$ cat src/rtl/onehot_wen_sb.sv
// Register-file write-enable decoder with a per-register busy scoreboard.
// Writebacks become one-cycle one-hot enables; issues are WAW-blocked against busy targets.
module onehot_wen_sb #(
  parameter int ADDR_W   = 5,
  parameter int NUM_REGS = 32,
  parameter int ZERO_REG = 1
) (
  input  logic                clk,
  input  logic                rst_n,
  input  logic                wb_vld,
  input  logic [ADDR_W-1:0]   wb_addr,
  output logic [NUM_REGS-1:0] dout,
  output logic                err_out,
  input  logic                iss_vld,
  input  logic [ADDR_W-1:0]   iss_addr,
  output logic                iss_ok,
  input  logic [ADDR_W-1:0]   q_addr,
  output logic                q_busy,
  output logic [NUM_REGS-1:0] busy
);

  // Bits that may ever be write-enabled or marked busy.
  localparam logic [NUM_REGS-1:0] WRITABLE =
    (ZERO_REG != 0) ? ~NUM_REGS'(1) : {NUM_REGS{1'b1}};

  // An all-zero result doubles as the out-of-range indication.
  function automatic logic [NUM_REGS-1:0] decode(input logic [ADDR_W-1:0] addr);
    logic [NUM_REGS-1:0] vec;
    vec = '0;
    for (int i = 0; i < NUM_REGS; i++) begin
      vec[i] = (addr == ADDR_W'(i));
    end
    return vec;
  endfunction

  logic [NUM_REGS-1:0] wb_dec;
  logic [NUM_REGS-1:0] iss_dec;
  logic [NUM_REGS-1:0] q_dec;
  logic                wb_in_range;
  logic                iss_in_range;
  logic                iss_target_busy;
  logic                wb_bypass;

  logic [NUM_REGS-1:0] dout_q, dout_d;
  logic [NUM_REGS-1:0] busy_q, busy_d;
  logic                err_q, err_d;
  logic [NUM_REGS-1:0] set_vec;
  logic [NUM_REGS-1:0] clr_vec;

  assign wb_dec       = decode(wb_addr);
  assign iss_dec      = decode(iss_addr);
  assign q_dec        = decode(q_addr);
  assign wb_in_range  = |wb_dec;
  assign iss_in_range = |iss_dec;

  assign iss_target_busy = |(busy_q & iss_dec);
  assign wb_bypass       = wb_vld && (wb_addr == iss_addr);

  // A writeback landing on the target this cycle frees it, so the issue may proceed.
  assign iss_ok = iss_vld && rst_n && iss_in_range && (!iss_target_busy || wb_bypass);

  // Query reads registered state only; an in-flight set or clear is not visible yet.
  assign q_busy = |(busy_q & q_dec);

  always_comb begin
    // NOTE: every signal gets a default first so no path leaves it unassigned,
    // which is what keeps a combinational block from inferring a latch.
    set_vec = '0;
    clr_vec = '0;
    if (iss_ok) set_vec = iss_dec;
    if (wb_vld) clr_vec = wb_dec;

    dout_d = clr_vec & WRITABLE;
    err_d  = wb_vld && !wb_in_range;
    busy_d = (set_vec | (busy_q & ~clr_vec)) & WRITABLE;
  end

  always_ff @(posedge clk) begin
    // NOTE: non-blocking assignments here so every register samples the
    // pre-edge value of its inputs, independent of statement order.
    if (!rst_n) begin
      dout_q <= '0;
      err_q  <= 1'b0;
      busy_q <= '0;
    end else begin
      dout_q <= dout_d;
      err_q  <= err_d;
      busy_q <= busy_d;
    end
  end

  assign dout    = dout_q;
  assign err_out = err_q;
  assign busy    = busy_q;

  assert property (@(posedge clk) disable iff (!rst_n) $onehot0(dout_q));

endmodule

$ cat config.mk
export PLATFORM = sky130hd
export DESIGN_NAME = onehot_wen_sb
export DESIGN_NICKNAME = d
export VERILOG_FILES = /design/src/rtl/onehot_wen_sb.sv
export SDC_FILE = /design/constraint.sdc
export NUM_CORES = 1
export LEC_CHECK = 0
export ABC_AREA = 1
export CAP_MARGIN = 25
export CELL_PAD_IN_SITES_DETAIL_PLACEMENT = 1
export CELL_PAD_IN_SITES_GLOBAL_PLACEMENT = 2
export CORE_MARGIN = 2
export CORE_UTILIZATION = 25
export DETAILED_ROUTE_END_ITERATION = 10
export HOLD_SLACK_MARGIN = 0.06
export PLACE_DENSITY_LB_ADDON = 0.1
export SYNTH_ARGS = -nofsm -noshare
export SYNTH_HDL_FRONTEND = slang
export SYNTH_SLANG_ARGS = --single-unit
$ cat constraint.sdc
create_clock -name clk -period 1.98 [get_ports clk]
set_clock_uncertainty 0.05 [all_clocks]
set_input_delay 0.297 -clock clk [delete_from_list [all_inputs] [get_ports clk]]
set_output_delay 0.297 -clock clk [all_outputs]
set_load 0.02 [all_outputs]
# Word level (Yosys, flattened, before mapping)
# Cells that the tools add are included.
[word_totals] regBits=65 inputBits=19
[classes] bitwise_logic=5 n_reduce_logical=15 n_eq_ne=94 n_mux=2
[op_table] operator="equality test 5 bit (second input constant)" count=48
[op_table] operator="OR reduction 32 bit" count=4
[op_table] operator="equality test 5 x 4 -> 1 bit (second input constant)" count=24
[op_table] operator="AND 32 bit" count=3
[op_table] operator="2-to-1 mux 32 bit" count=2
[op_table] operator="equality test 5 x 3 -> 1 bit (second input constant)" count=12
[op_table] operator="inverter 32 bit" count=1
[op_table] operator="bitwise OR 32 bit" count=1
[op_table] operator="equality test 5 x 2 -> 1 bit (second input constant)" count=6
[op_table] operator="equality test 5 x 1 -> 1 bit (second input constant)" count=3
[op_table] operator="logical NOT 5 bit" count=3
[op_table] operator="equality test 5 bit" count=1
[op_table] operator="logical AND 1 bit" count=5
[op_table] operator="logical NOT 1 bit" count=2
[op_table] operator="logical OR 1 bit" count=1

# Depth between registers and ports, before layout
[depth] word_depth=8 ltp_mapped=14

# Worst setup path after synthesis
# OpenSTA, ideal clock, no wires.
[synth_timing] path_kind="input to output" start="in iss_addr[4]" end="out iss_ok" path_buffers=2 stages=7 required_ns=1.633 arrival_ns=1.475 setup_slack_ns=0.158 cell_sequence="buf_4 > inv_2 > buf_4 > o21ai_1 > nor3_1 > o2111ai_1 > a21oi_1"
[synth_via] elab_chain_len=6
[synth_rtl] item="start, declared" line_no="15" rtl="input logic [ADDR_W-1:0] iss_addr,"
[synth_rtl] item="equality test 5 x 1 -> 1 bit (tied with other cells)" line_no="31" rtl="vec[i] = (addr == ADDR_W'(i));"
[synth_rtl] item="AND 32 bit" line_no="56" rtl="assign iss_target_busy = |(busy_q & iss_dec);"
[synth_rtl] item="OR reduction 32 bit" line_no="56"
[synth_rtl] item="logical NOT 1 bit" line_no="60" rtl="assign iss_ok = iss_vld && rst_n && iss_in_range && (!iss_target_busy || wb_bypass);"
[synth_rtl] item="logical OR 1 bit" line_no="60"
[synth_rtl] item="logical AND 1 bit (*)" line_no="60"
[synth_rtl] item="end, declared" line_no="16" rtl="output logic iss_ok,"
# Mark *: on every way between the ends. The rest lies on a longest branch, timed or not.

# Final worst setup path
[layout_timing] start="in wb_vld" end="out iss_ok"
[layout_via] elab_chain_len=3
[layout_rtl] item="start, declared" line_no="10" rtl="input logic wb_vld,"
[layout_rtl] item="logical AND 1 bit" line_no="57" rtl="assign wb_bypass = wb_vld && (wb_addr == iss_addr);"
[layout_rtl] item="logical OR 1 bit" line_no="60"
[layout_rtl] item="logical AND 1 bit" line_no="60"
# Every way passes these cells.

==> results.py <==
metrics = {
    "pwr": {
        "swShare": 0.265,
        "intPower_uw": 2570,
        "switchingPower_uw": 924,
        "ir_drop_mv": 0.307,
        "clkPwrFrac": 0.510,
        "leakagePower_uw": 0.00233,
        "p_seq_frac": 0.367,
        "comb_power_share": 0.123,
        "power_density_nw_per_um2": 652,
    },
    "place": {
        "placed_cell_area_um2": 4820,
        "port_buffers": 83,
        "place.gp.congestion": 0.893,
        "hpwl_um": 11400,
    },
    "drt": {
        "avgRoutedWirePerCell_um": 17.7,
        "num_vias": 3897,
        "dr.pass1.iters": 4,
        "postRouteAntennaNets": 0,
        "route.detailed.drc": 0,
        "drtIter0Drc": 199,
        "vias_per_cell": 4.71,
        "totalWireLength_um": 14700,
    },
    "synthesis": {
        "synth_cell_type_count": 23,
        "synth_area_um2": 3110,
        "synth_warnings": 0,
        "synthCells": 483,
        "synth-edff-count": 0,
        "ys_ff_latch": 63,
        "ys_seq_area_frac": 0.405,
        "syn_area_per_cell_um2": 6.44,
        "synth_top_area_cell": "dfxtp_1",
        "synthFlopType": "dfxtp_1",
        "synthArstFlopShare": 0,
        "synth.area.top_cells": "dfxtp_1 (41%), nand2_1 (13%), nand3_1 (13%)",
        "synth.top_cell.area_share": 0.405,
        "synth_top_cells_by_count": "nand2_1 (110), nor2_1 (100), nand3_1 (78)",
        "yosysMostFrequentCell": "nand2_1",
    },
    "clock_tree": {
        "cts-htree-levels": 3,
        "cts_tree": "done",
        "cts_sinks": 63,
        "cts_buffer_depth": 2,
        "numCtsBuffers": 9,
        "clockRootBuffer": "clkbuf_16",
        "clkTransAtPathRegs_ns": 0.06,
        "cts_hold_buf": 0,
        "clock_latency_ns": 0.35,
    },
    "critical_path": {
        "crit_type": "in2out",
        "worstSetupStartpointType": "primary input",
        "cp-end-kind": "primary output",
        "cp-startpoint": "wb_vld",
        "r2r-start": "busy[16]",
        "crit_required_ns": 1.63,
        "cp_max_fo": 2,
        "r2r_slack_ns": 0.11,
        "r2r_end": "busy[4]",
        "r2r_cells": 12,
        "arrival_ns": 1.60,
    },
    "min_path": {
        "holdPathEnd": "busy[29]",
        "min_from": "iss_addr[0]",
        "holdPathStages": 5,
        "hold_path_class": "in2reg",
    },
    "grt": {
        "overflow": 0,
        "grt_pass1_wl_um": 22300,
        "antenna_found_initial": 0,
        "grt_start_max_net_pins": 63,
        "grt_pass1_vias": 3966,
        "grt_usage": 0.228,
    },
    "sta": {
        "min_period_ns": 1.95,
        "setup_viol": 0,
        "tns_ns": 0,
        "finalCritPeriodShare": 0.983,
        "slew_viol_final": 0,
        "rsz0062_at_grt": "true",
        "finalHoldViolCount": 0,
        "max_freq_mhz": 514,
    },
    "floorplanning": {
        "die_w_um": 116,
        "num_rows": 40,
        "core_region_area_um2": 12100,
        "ios": 86,
        "fp.dieH_um": 116,
        "start_util": 0.258,
        "die-area_um2": 13400,
    },
    "final_layout": {
        "area_delta_synth_final_pct": 72.2,
        "fill_cells": 1494,
        "drive_above_1_share": 0.268,
        "finish.utilization": 0.444,
        "fin_area_um2": 5360,
        "fin_nets": 674,
        "diodes": 0,
    },
    "run_status": {
        "status": "completed",
    },
    "job": {
        "maxCapViolations": 0,
    },
}
[metal layers]
metal	up-vias	global-route usage	share of wire
met4	0	0.0787	0.024
met5	-	0	0
met3	23	0.0392	0.031
met1	1870	0.287	0.46
met2	78	0.392	0.48
li1	1926	-	-
[final cells by class]
cell class / count / area (µm²) / share of cell area
multi-input combinational: 364 / 1780 / 0.333
timing repair buffer: 181 / 1620 / 0.302
sequential: 63 / 1270 / 0.238
clock buffer: 9 / 225 / 0.0420
tap: 168 / 210 / 0.0392
inverter: 36 / 145 / 0.0271
clock inverter: 7 / 103 / 0.0191
[cell usage in the layout (no fill, tap or decap), types with 6 or more instances in the layout]
master,count
nand4_1,12
nand2_1,102
nand3_2,8
nor2_1,90
clkdlybuf4s50_1,68
dfxtp_1,56
inv_1,28
nor2_2,9
nand3_1,70
clkbuf_16,9
nor3_1,13
buf_4,91
a21oi_1,31
dfxtp_2,6
[per-stage QoR]
step,hold WS [ns],setup WS (ns),cells,total power [µW]
2_1_floorplan,0.414,0.158,485,1480
3_3_place_gp,0.436,-1.08,810,1700
3_5_place_dp,0.435,-1.08,810,1710
4_1_cts,0.446,-0.121,826,3500
5_1_grt,0.423,-0.0480,828,3610
6_report,0.386,0.0340,828,3490
[sequential cells by signal, summed over array words and instances, names as in the netlist]
signal and flops:
err_out 1, busy 31, dout 31
[power by group through the flow]
| stage | clock network, µW | logic, µW | registers [µW] |
|---|---|---|---|
| finish | 1780 | 430 | 1280 |
| global route | 1870 | 463 | 1280 |
| CTS | 1810 | 402 | 1280 |
| detailed placement | 0 | 395 | 1310 |
| global placement | 0 | 389 | 1310 |
| floorplan | 0 | 155 | 1320 |
[cells by family after synthesis]
kind of cell,count (synthesis),synth area share
AO/OA/AOI/OAI,41,0.0720
flip-flops,63,0.405
other,1,0.00121
AND/OR/NAND/NOR,320,0.438
buffers and inverters,58,0.0837
[repair_timing]
item / CTS / global route
gates cloned: 0 / 0
resized for setup: 45 / 76
pin swaps: 0 / 22
setup endpoints to repair: 34 / 34
hold endpoints to repair: 0 / 0
buffers inserted: 0 / 4
[critical path, stage by stage]
cell and delay, ns:
clkdlybuf4s50_1 0.51, o21ai_2 0.07, nor3_2 0.22, o2111ai_2 0.19, a21oi_2 0.18, buf_6 0.13
[worst max path at each step]
stage	cells after the start	slack [ns]	to
after global routing	12	-0.05	iss_ok
final	6	0.03	iss_ok
after global placement	12	-1.08	iss_ok
after detailed placement	12	-1.08	iss_ok
after CTS	12	-0.12	iss_ok
after floorplan	7	0.16	iss_ok
Power figures use the tool's default switching activity.
